**config.mk**
```make
export PLATFORM = sky130hd
export DESIGN_NAME = div_unit_iter
export DESIGN_NICKNAME = d
export VERILOG_FILES = /design/src/rtl/div_unit_iter_pkg.sv /design/src/rtl/div_unit_iter_step.sv /design/src/rtl/div_unit_iter.sv
export SDC_FILE = /design/constraint.sdc
export NUM_CORES = 1
export LEC_CHECK = 0
export ABC_AREA = 1
export CORE_MARGIN = 3
export CORE_UTILIZATION = 25
export CTS_CLUSTER_DIAMETER = 50
export DETAILED_ROUTE_END_ITERATION = 8
export SLEW_MARGIN = 20
export SYNTH_ARGS = -nofsm -noshare
export SYNTH_HDL_FRONTEND = slang
export SYNTH_SLANG_ARGS = --single-unit
```
**constraint.sdc**
```tcl
create_clock -name clk -period 4.8 [get_ports clk]
set_input_delay 1.2 -clock clk [delete_from_list [all_inputs] [get_ports clk]]
set_output_delay 1.2 -clock clk [all_outputs]
set_load 0.05 [all_outputs]
```
**src/rtl/div_unit_iter_pkg.sv**
```systemverilog
// Shared types and decode helpers for the iterative integer divider.
package div_pkg;

  typedef enum logic [1:0] {
    DIV  = 2'd0,
    DIVU = 2'd1,
    REM  = 2'd2,
    REMU = 2'd3
  } div_op_t;

  typedef enum logic [2:0] {
    IDLE = 3'd0,
    PREP = 3'd1,
    CALC = 3'd2,
    FIX  = 3'd3,
    DONE = 3'd4
  } div_state_t;

  typedef struct packed {
    logic    valid;
    div_op_t op;
  } div_dec_t;

  // funct3[2] marks a divide op; the low two bits map directly onto div_op_t.
  function automatic div_dec_t decode_funct3(input logic [2:0] f3);
    div_dec_t d;
    d.valid = f3[2];
    d.op    = div_op_t'(f3[1:0]);
    return d;
  endfunction

  function automatic logic is_signed_op(input div_op_t op);
    return (op == DIV) || (op == REM);
  endfunction

  function automatic logic is_rem_op(input div_op_t op);
    return (op == REM) || (op == REMU);
  endfunction

endpackage

```
**src/rtl/div_unit_iter_step.sv**
```systemverilog
// Combinational BPC-bit restoring division step on unsigned magnitudes.
module div_step #(
  parameter int unsigned XLEN = 32,
  parameter int unsigned BPC  = 1
) (
  input  logic [XLEN-1:0] i_rem,
  input  logic [XLEN-1:0] i_quo,
  input  logic [XLEN-1:0] i_dvs,
  output logic [XLEN-1:0] o_rem,
  output logic [XLEN-1:0] o_quo
);

  logic [XLEN:0]   w_tmp;
  logic [XLEN-1:0] w_r;
  logic [XLEN-1:0] w_q;

  // Shift one dividend bit into the remainder, trial-subtract, keep on no borrow.
  always_comb begin
    w_tmp = '0;
    w_r   = i_rem;
    w_q   = i_quo;
    for (int unsigned i = 0; i < BPC; i++) begin
      w_tmp = {w_r, w_q[XLEN-1]};
      w_q   = {w_q[XLEN-2:0], 1'b0};
      if (w_tmp >= {1'b0, i_dvs}) begin
        w_tmp  = w_tmp - {1'b0, i_dvs};
        w_q[0] = 1'b1;
      end
      w_r = w_tmp[XLEN-1:0];
    end
    o_rem = w_r;
    o_quo = w_q;
  end

endmodule

```
**src/rtl/div_unit_iter.sv**
```systemverilog
// Multi-cycle RV32M/RV64M divider: DIV/DIVU/REM/REMU with valid/ready and flush.
module div_unit_iter
  import div_pkg::*;
#(
  parameter int unsigned XLEN      = 32,
  parameter int unsigned BPC       = 1,
  parameter bit          FAST_ZERO = 1'b1
) (
  input  logic            clk,
  input  logic            resetn,
  input  logic            in_valid,
  output logic            in_ready,
  input  logic [2:0]      funct3,
  input  logic            mul_ext_valid,
  input  logic [XLEN-1:0] rs1,
  input  logic [XLEN-1:0] rs2,
  input  logic            flush,
  output logic            out_valid,
  input  logic            out_ready,
  output logic [XLEN-1:0] result,
  output logic            illegal
);

  localparam int unsigned STEPS = XLEN / BPC;
  localparam int unsigned CNT_W = $clog2(STEPS + 1);
  localparam logic [XLEN-1:0] MIN_INT = {1'b1, {(XLEN-1){1'b0}}};

  div_state_t       r_state;
  div_op_t          r_op;
  logic [XLEN-1:0]  r_rs1, r_rs2;
  logic [XLEN-1:0]  r_rem, r_quo, r_dvs;
  logic [CNT_W-1:0] r_cnt;
  logic             r_qneg, r_rneg, r_special;
  logic [XLEN-1:0]  r_spec_res;
  logic [XLEN-1:0]  r_result;
  logic             r_illegal, r_out_valid, r_in_ready;

  div_dec_t         w_dec;
  logic             w_accept, w_sgn, w_rs1_neg, w_rs2_neg, w_div0, w_ovf;
  logic [XLEN-1:0]  w_abs1, w_abs2, w_spec_res, w_fix_res;
  logic [XLEN-1:0]  w_st_rem, w_st_quo, w_st_dvs, w_nx_rem, w_nx_quo;

  assign in_ready  = r_in_ready;
  assign out_valid = r_out_valid;
  assign result    = r_result;
  assign illegal   = r_illegal;

  assign w_dec     = decode_funct3(funct3);
  assign w_accept  = in_valid & mul_ext_valid & r_in_ready;
  assign w_sgn     = is_signed_op(r_op);
  assign w_rs1_neg = w_sgn & r_rs1[XLEN-1];
  assign w_rs2_neg = w_sgn & r_rs2[XLEN-1];
  assign w_abs1    = w_rs1_neg ? (~r_rs1 + XLEN'(1)) : r_rs1;
  assign w_abs2    = w_rs2_neg ? (~r_rs2 + XLEN'(1)) : r_rs2;
  assign w_div0    = (r_rs2 == '0);
  assign w_ovf     = w_sgn & (r_rs1 == MIN_INT) & (r_rs2 == '1);

  // Architectural results for divide-by-zero and signed overflow.
  always_comb begin
    w_spec_res = '0;
    if (w_div0) begin
      w_spec_res = is_rem_op(r_op) ? r_rs1 : '1;
    end else if (w_ovf) begin
      w_spec_res = is_rem_op(r_op) ? '0 : r_rs1;
    end
  end

  // Sign-correct the magnitude result and pick quotient or remainder.
  always_comb begin
    w_fix_res = '0;
    if (r_special) begin
      w_fix_res = r_spec_res;
    end else if (is_rem_op(r_op)) begin
      w_fix_res = r_rneg ? (~r_rem + XLEN'(1)) : r_rem;
    end else begin
      w_fix_res = r_qneg ? (~r_quo + XLEN'(1)) : r_quo;
    end
  end

  // PREP feeds the fresh magnitudes into the step so the first quotient bits resolve there.
  always_comb begin
    w_st_rem = r_rem;
    w_st_quo = r_quo;
    w_st_dvs = r_dvs;
    if (r_state == PREP) begin
      w_st_rem = '0;
      w_st_quo = w_abs1;
      w_st_dvs = w_abs2;
    end
  end

  div_step #(
    .XLEN (XLEN),
    .BPC  (BPC)
  ) u_step (
    .i_rem (w_st_rem),
    .i_quo (w_st_quo),
    .i_dvs (w_st_dvs),
    .o_rem (w_nx_rem),
    .o_quo (w_nx_quo)
  );

  // Control FSM and datapath registers; flush overrides every other event.
  always_ff @(posedge clk or negedge resetn) begin
    if (!resetn) begin
      r_state     <= IDLE;
      r_op        <= DIV;
      r_rs1       <= '0;
      r_rs2       <= '0;
      r_rem       <= '0;
      r_quo       <= '0;
      r_dvs       <= '0;
      r_cnt       <= '0;
      r_qneg      <= 1'b0;
      r_rneg      <= 1'b0;
      r_special   <= 1'b0;
      r_spec_res  <= '0;
      r_result    <= '0;
      r_illegal   <= 1'b0;
      r_out_valid <= 1'b0;
      r_in_ready  <= 1'b1;
    end else if (flush) begin
      r_state     <= IDLE;
      r_result    <= '0;
      r_illegal   <= 1'b0;
      r_out_valid <= 1'b0;
      r_in_ready  <= 1'b1;
    end else begin
      unique case (r_state)
        IDLE: begin
          if (w_accept) begin
            r_in_ready <= 1'b0;
            if (!w_dec.valid) begin
              r_result    <= '0;
              r_illegal   <= 1'b1;
              r_out_valid <= 1'b1;
              r_state     <= DONE;
            end else begin
              r_op      <= w_dec.op;
              r_rs1     <= rs1;
              r_rs2     <= rs2;
              r_illegal <= 1'b0;
              r_state   <= PREP;
            end
          end
        end
        PREP: begin
          r_qneg     <= w_rs1_neg ^ w_rs2_neg;
          r_rneg     <= w_rs1_neg;
          r_special  <= w_div0 | w_ovf;
          r_spec_res <= w_spec_res;
          if (FAST_ZERO && (w_div0 || w_ovf)) begin
            r_result    <= w_spec_res;
            r_out_valid <= 1'b1;
            r_state     <= DONE;
          end else begin
            r_rem   <= w_nx_rem;
            r_quo   <= w_nx_quo;
            r_dvs   <= w_abs2;
            r_cnt   <= CNT_W'(STEPS - 1);
            r_state <= CALC;
          end
        end
        CALC: begin
          r_rem <= w_nx_rem;
          r_quo <= w_nx_quo;
          r_cnt <= r_cnt - CNT_W'(1);
          if (r_cnt == CNT_W'(1)) begin
            r_state <= FIX;
          end
        end
        FIX: begin
          r_result    <= w_fix_res;
          r_out_valid <= 1'b1;
          r_state     <= DONE;
        end
        DONE: begin
          if (out_ready) begin
            r_out_valid <= 1'b0;
            r_in_ready  <= 1'b1;
            r_state     <= IDLE;
          end
        end
        default: begin
          r_state    <= IDLE;
          r_in_ready <= 1'b1;
        end
      endcase
    end
  end

endmodule

```
== Yosys cells after proc, flatten, opt, wreduce, memory -nomap -nowiden ==
Index checks and enable logic that the tools add are counted.

* Word-level logic and storage cells: 121
* Input port bits: 73
* Flip-flop bits (word level): 241
* Output and inout port bits: 35

* Multiplexer cells: 47
* Reductions and logical operators: 21
* $add $sub $neg: 6
* Magnitude comparators: 1
* Equality and inequality tests: 16
* Bitwise operators: 14

{| class="wikitable"
|+ Operator list
! kind !! number
|-
| 32-bit two-way mux || 20
|-
| 32-bit by 1-bit adder with 32-bit output (second input constant) || 4
|-
| 32-bit NOT || 4
|-
| 32-bit one-hot mux with 2 select lines || 2
|-
| 32-bit one-hot mux with 3 select lines || 1
|-
| 32-bit equality test (second input constant) || 2
|-
| 33-bit by 32-bit >= comparator with 1-bit output || 1
|-
| 32-bit logical NOT || 1
|-
| 32-bit subtractor || 1
|-
| 3-bit two-way mux || 6
|-
| 3-bit one-hot mux with 5 select lines || 1
|-
| 1-bit two-way mux || 13
|-
| 3-bit != test (second input constant) || 4
|-
| 6-bit one-hot mux with 2 select lines || 1
|-
| 3-bit AND reduction || 4
|-
| 4-bit AND reduction || 2
|-
| 1-bit AND || 6
|-
| 3-bit by 2-bit equality test with 1-bit output (second input constant) || 2
|-
| 6-bit by 1-bit equality test with 1-bit output (second input constant) || 1
|-
| 6-bit two-way mux || 1
|-
| 2-bit nonzero test || 3
|-
| 6-bit by 1-bit subtractor with 6-bit output (second input constant) || 1
|-
| 5-bit AND reduction || 1
|-
| 5-bit nonzero test || 1
|-
| 17 further kinds || 22
|}

== Logic depth before layout (Yosys ltp) ==
* Word-level depth: 9
* Depth in mapped cells: 28
* Mapped depth without buffers: 28

== Hierarchy ==
From an unflattened synthesis, not the netlist that was laid out.

* Cells, all modules: 2856
* Area total of the unflattened synthesis: 18413.9 um2

{| class="wikitable"
|+ By module, submodules not included
! module !! area each (um2) !! seq. area each (um2) !! instances !! cells each
|-
| div_unit_iter || 14954.3 || 6032.0 || 1 || 2172
|-
| div_step || 3459.6 || 0.0 || 1 || 684
|}

== Least setup slack after synthesis ==
OpenSTA, ideal clock, no wires.

* Kind: register to register
* Start point: register r_rs2[0]
* End point: register r_rem[23]
* Cell stages (with the launch flop): 24
* Path buffers: 1
* Setup time: 0.117 ns
* Required time: 4.683 ns
* Period minus slack after synthesis: 3.486 ns
* Setup slack: 1.314 ns
* Arrival: 3.369 ns
* Cells stage by stage: dfrtp_1 -> inv_1 -> ha_1 -> nand4_1 -> nor2_1 -> nand2_1 -> inv_2 -> nand4_1 -> nand2_1 -> o21ai_0 -> or2_1 -> nand3_1 -> o21ai_1 -> ha_1 -> nand2_1 -> nor2_1 -> inv_1 -> nor4_2 -> a31oi_4 -> nand2_2 -> buf_2 -> nand2_1 -> nand3_1 -> nand2_1

* Word-level cells in the longest chain between the ends: 8
* Elaborated cells between the ends (all ways): 15
* Classes of those cells: add/sub: 2; order compare: 1; eq/ne: 2; mux: 5; bitwise: 2; reduce/logical: 3

{| class="wikitable"
|+ RTL lines
! item !! RTL line !! RTL
|-
| from (decl) || div_unit_iter.sv:30 || <nowiki>logic [XLEN-1:0] r_rs1, r_rs2;</nowiki>
|-
| from (signal assigned) || div_unit_iter.sv:141 || <nowiki>r_rs2 <= rs2;</nowiki>
|-
| 32-bit NOT || div_unit_iter.sv:54 || <nowiki>assign w_abs2 = w_rs2_neg ? (~r_rs2 + XLEN'(1)) : r_rs2;</nowiki>
|-
| 32-bit by 1-bit adder with 32-bit output || div_unit_iter.sv:54 ||
|-
| 32-bit two-way mux || div_unit_iter.sv:54 ||
|-
| 32-bit two-way mux || div_unit_iter.sv:85 || <nowiki>if (r_state == PREP) begin</nowiki>
|-
| 32-bit subtractor / 33-bit by 32-bit >= comparator with 1-bit output (equally long branches) || div_unit_iter_step.sv:26, div_unit_iter_step.sv:25 ||
|-
| 32-bit two-way mux || div_unit_iter_step.sv:25 || <nowiki>if (w_tmp >= {1'b0, i_dvs}) begin</nowiki>
|-
| 32-bit two-way mux || div_unit_iter.sv:152 || <nowiki>if (FAST_ZERO && (w_div0 || w_ovf)) begin</nowiki>
|-
| 32-bit one-hot mux with 2 select lines || div_unit_iter.sv:129 || <nowiki>unique case (r_state)</nowiki>
|-
| to (signal assigned) || div_unit_iter.sv:157 || <nowiki>r_rem <= w_nx_rem;</nowiki>
|-
| to (signal assigned) || div_unit_iter.sv:165 || <nowiki>r_rem <= w_nx_rem;</nowiki>
|-
| to (decl) || div_unit_iter.sv:31 || <nowiki>logic [XLEN-1:0] r_rem, r_quo, r_dvs;</nowiki>
|}

Parallel ways exist; a longest one is shown, timed or not. The select of a mux whose other input is x is not followed.
A chain may end at the register's enable or synchronous reset.

== Worst setup path after layout ==
* Start point: register r_rs2[2]
* End point: register r_rem[19]

The elaborated chain is that of the path after synthesis.

==> run_results.csv <==
group,metric,value,unit
placed_design,dp_hpwl,46400,um
die,initial_core_util,25.38,%
worst_setup_path,arrival,4.78,ns
synth,ys_top_cells_by_area,"dfrtp_1 (34%), nand2_1 (19%), o21ai_0 (7.4%)",
synth,netlist_top_cells_count,"nand2_1 (879), nor2_1 (323), o21ai_0 (258)",
run,cap_violations,0,
drt,wl_per_cell,16.50,um
sta,tns,0,ns
clocking,ctsResizeCount,0,
die,die_height,270.8,um
drt,drc,0,
drt,wl,61570,um
sta,rsz0062_at_grt,"no",
grt,grt_usage,16.48,%
status,outcome,"completed",
die,rows,96,
worst_setup_path,critPathMaxStageDelay,0.45,ns
worst_setup_path,cp-start-kind,"flop",
synth,synth_edf_count,0,
sta,fmaxAchievable,233.9,MHz
die,dieWidth,270.8,um
synth,synth.most_common_cell,"nand2_1",
synth,synth-async-reset-ratio,100.0,%
clocking,clkLatencyLatePin,0.58,ns
grt,grt_pass1_vias,16950,
sta,hold_viol,0,
drt,vias_per_cell,4.794,
synth,yosys_most_used_dff,"dfrtp_1",
synth,netlist_area,0.01753,mm^2
synth,seq_area_frac_synth,34.41,%
synth,synth_top_cell_area_share,34.26,%
worst_setup_path,crit_chain,"inv_1 > nand3_1 > nor2_1 > nand2_1 > inv_1 > nand2_1 > nor2_1 > nand2_1 > o21ai_0 > xnor2_1 > o21ai_0 > ha_1 > nand2_1 > nor2_1 > nand2_1 > nor3_1 > a31oi_4 > nand2_2 > buf_4 > nand2_1 > nand2_1 > nand2_1 > nand2_1",
die,die_area,0.07334,mm^2
clocking,cts_hold_buf,0,
worst_setup_path,cp_num_buf_inv,3,
drt,firstDrtPassIters,6,
synth,ys_ff_latch,241,
grt,antenna_found_initial,0,
sta,relSlewSlack,32.66,%
layout,syn2layout_area_growth,17.20,%
grt,grt_pass1_wl,97710,um
drt,ant_nets,0,
power,vdd_drop_max,290.0,uV
sta,tightest_slew,1.010,ns
grt,grt_start_max_net_pins,103,
sta,setup_viol_count_final,0,
hold_path,hold_path.class,"reg2reg",
sta,fin_hold_ws,0.4751,ns
clocking,htreeDepth,1,
sta,fin_crit_sh,89.08,%
placed_design,gp_congestion,0.9359,
clocking,numClockSinks,241,
worst_setup_path,crit_fanout,33,
drt,drt_iter0_markers,1581,
power,p_leak,10.20,nW
placed_design,port_buffers,107,
synth,synth_nets,2836,
clocking,clk_pin_slew_worst_paths,0.06,ns
layout,num_antenna_cells,0,
die,core,0.06907,mm^2
synth,netlist_instances,2723,
clocking,post-cts-setup-buffers,0,
sta,fin_crit,4.276,ns
clocking,clockRootBuffer,"clkbuf_16",
layout,nets,2890,
clocking,clockBufferDepth,3,
synth,syn_area_per_cell,6.438,um^2
die,ios,108,
synth,synth_warnings,0,
worst_setup_path,crit_path_top_delay_cell,"nor3_1",
worst_setup_path,cpMostUsedCell,"nand2_1",
clocking,cts_made_buffers,30,
worst_setup_path,crit_required,5.31,ns
synth,synth.largest_area_cell,"dfrtp_1",
synth,yosysUniqueCellTypes,56,
worst_setup_path,endpoint_kind,"flop",
grt,overflow,0,
worst_setup_path,path_class,"reg2reg",
worst_setup_path,critPathTopFamily,"simple AND/OR/NAND/NOR gates",
power,power_density,595.5,mW/mm^2
layout,drive_gt1_share,4.784,%
drt,vias,17890,
clocking,tritoncts,"built",
sta,skew,0.01079,ns
sta,drv_slew,0,
## per-layer routing
layer | up-vias | share of wire, % | wire [um] | track usage, %
li1 | 8935 | - | - | -
met4 | 0 | 3.6 | 2229 | 5.934
met1 | 8284 | 47 | 28990 | 23.51
met5 | - | 0 | 0 | 0
met2 | 567 | 44 | 26920 | 25.67
met3 | 104 | 5.6 | 3435 | 1.818
## kinds of logic (layout without fill, tap and decap cells)
logic type | after synthesis | after routing | synth area share, %
fa+ha+maj | 40 | 40 | 2.898
xor+xnor | 54 | 54 | 2.698
simple gates | 1519 | 1519 | 35.68
compound gates | 474 | 474 | 14.61
buf+inv | 381 | 459 | 8.807
mux | 14 | 14 | 0.8992
flops | 241 | 241 | 34.41
## path summary, 6_finish.rpt
check,from,end,slack [ns],cells past startpoint
max,r_rs2[2]$_DFFE_PN0P_,r_rem[19]$_DFFE_PN0P_,0.52,23
min,result[27]$_DFFE_PN0P_,result[27]$_DFFE_PN0P_,0.48,2
max reg2reg,r_rs2[2]$_DFFE_PN0P_,r_rem[19]$_DFFE_PN0P_,0.52,23
min reg2reg,result[27]$_DFFE_PN0P_,result[27]$_DFFE_PN0P_,0.48,2
max in group asynchronous,resetn,r_rem[15]$_DFFE_PN0P_,3.30,2
min in group asynchronous,resetn,result[21]$_DFFE_PN0P_,0.57,1
## worst register-to-register path: stages (launching register included)
cell     delay, ns
dfrtp_1       0.41
inv_1         0.13
nand3_1       0.11
nor2_1        0.09
nand2_1       0.07
inv_1         0.06
nand2_1       0.10
nor2_1        0.18
nand2_1       0.14
o21ai_0       0.37
xnor2_1       0.20
o21ai_0       0.12
ha_1          0.39
nand2_1       0.12
nor2_1        0.23
nand2_1       0.09
nor3_1        0.45
a31oi_4       0.16
nand2_2       0.09
buf_4         0.34
nand2_1       0.12
nand2_1       0.09
nand2_1       0.06
nand2_1       0.09
## report_power, final
group          internal, W  total (W)  switching, W
logic              0.00201    0.00637       0.00436
clock network      0.00138    0.00233      0.000940
registers          0.00276    0.00354      0.000786
total              0.00615     0.0122       0.00609
## final cells by class
cell class              count  area, um^2
fillers                  7634       48520
well taps                 931        1165
clock inverters            11       91.34
repair buffers            139        1354
multi-input cells        2101        9973
clock buffers              45       928.4
inverters                 264        1003
flip-flops and latches    241        6032
## placed cells by master (no fill, tap or decap), types with 9 or more instances in the layout
cell,Yosys,final
nand2_1,879,878
nor2_1,323,322
o21ai_0,258,258
inv_1,257,256
dfrtp_1,240,240
nand3_1,216,216
a21oi_1,129,129
clkdlybuf4s50_1,0,106
nand4_1,43,43
xor2_1,41,41
ha_1,39,39
clkbuf_16,0,31
buf_4,3,29
nor3_1,20,20
o22ai_1,19,19
mux2_2,14,14
o211ai_1,13,13
xnor2_1,13,13
o21ai_1,12,12
or2_1,10,10
clkbuf_8,1,10
o21ai_2,9,9
## sequential cells by signal, summed over array words and instances, names as in the netlist
register and count:
illegal 1, in_ready 1, out_valid 1, r_cnt 6, r_dvs 32, r_op 2, r_qneg 1, r_quo 32
r_rem 32, r_rneg 1, r_rs1 32, r_rs2 32, r_spec_res 32, r_special 1, r_state 3, result 32
## per-stage QoR
stage | util, % | area (um^2) | setup slack, ns | instances | total power [W]
5_1_grt | 29.75 | 20550 | 0.05063 | 3732 | 0.01329
6_report | 29.75 | 20550 | 0.5242 | 3732 | 0.01224
4_1_cts | 29.75 | 20550 | 0.5350 | 3732 | 0.01222
3_3_place_gp | 28.27 | 19530 | 0.5777 | 3676 | 0.009822
3_5_place_dp | 28.27 | 19530 | 0.6181 | 3676 | 0.009842
2_1_floorplan | - | 17530 | 1.314 | 2723 | 0.007838
(Power assumes the default switching activity.)
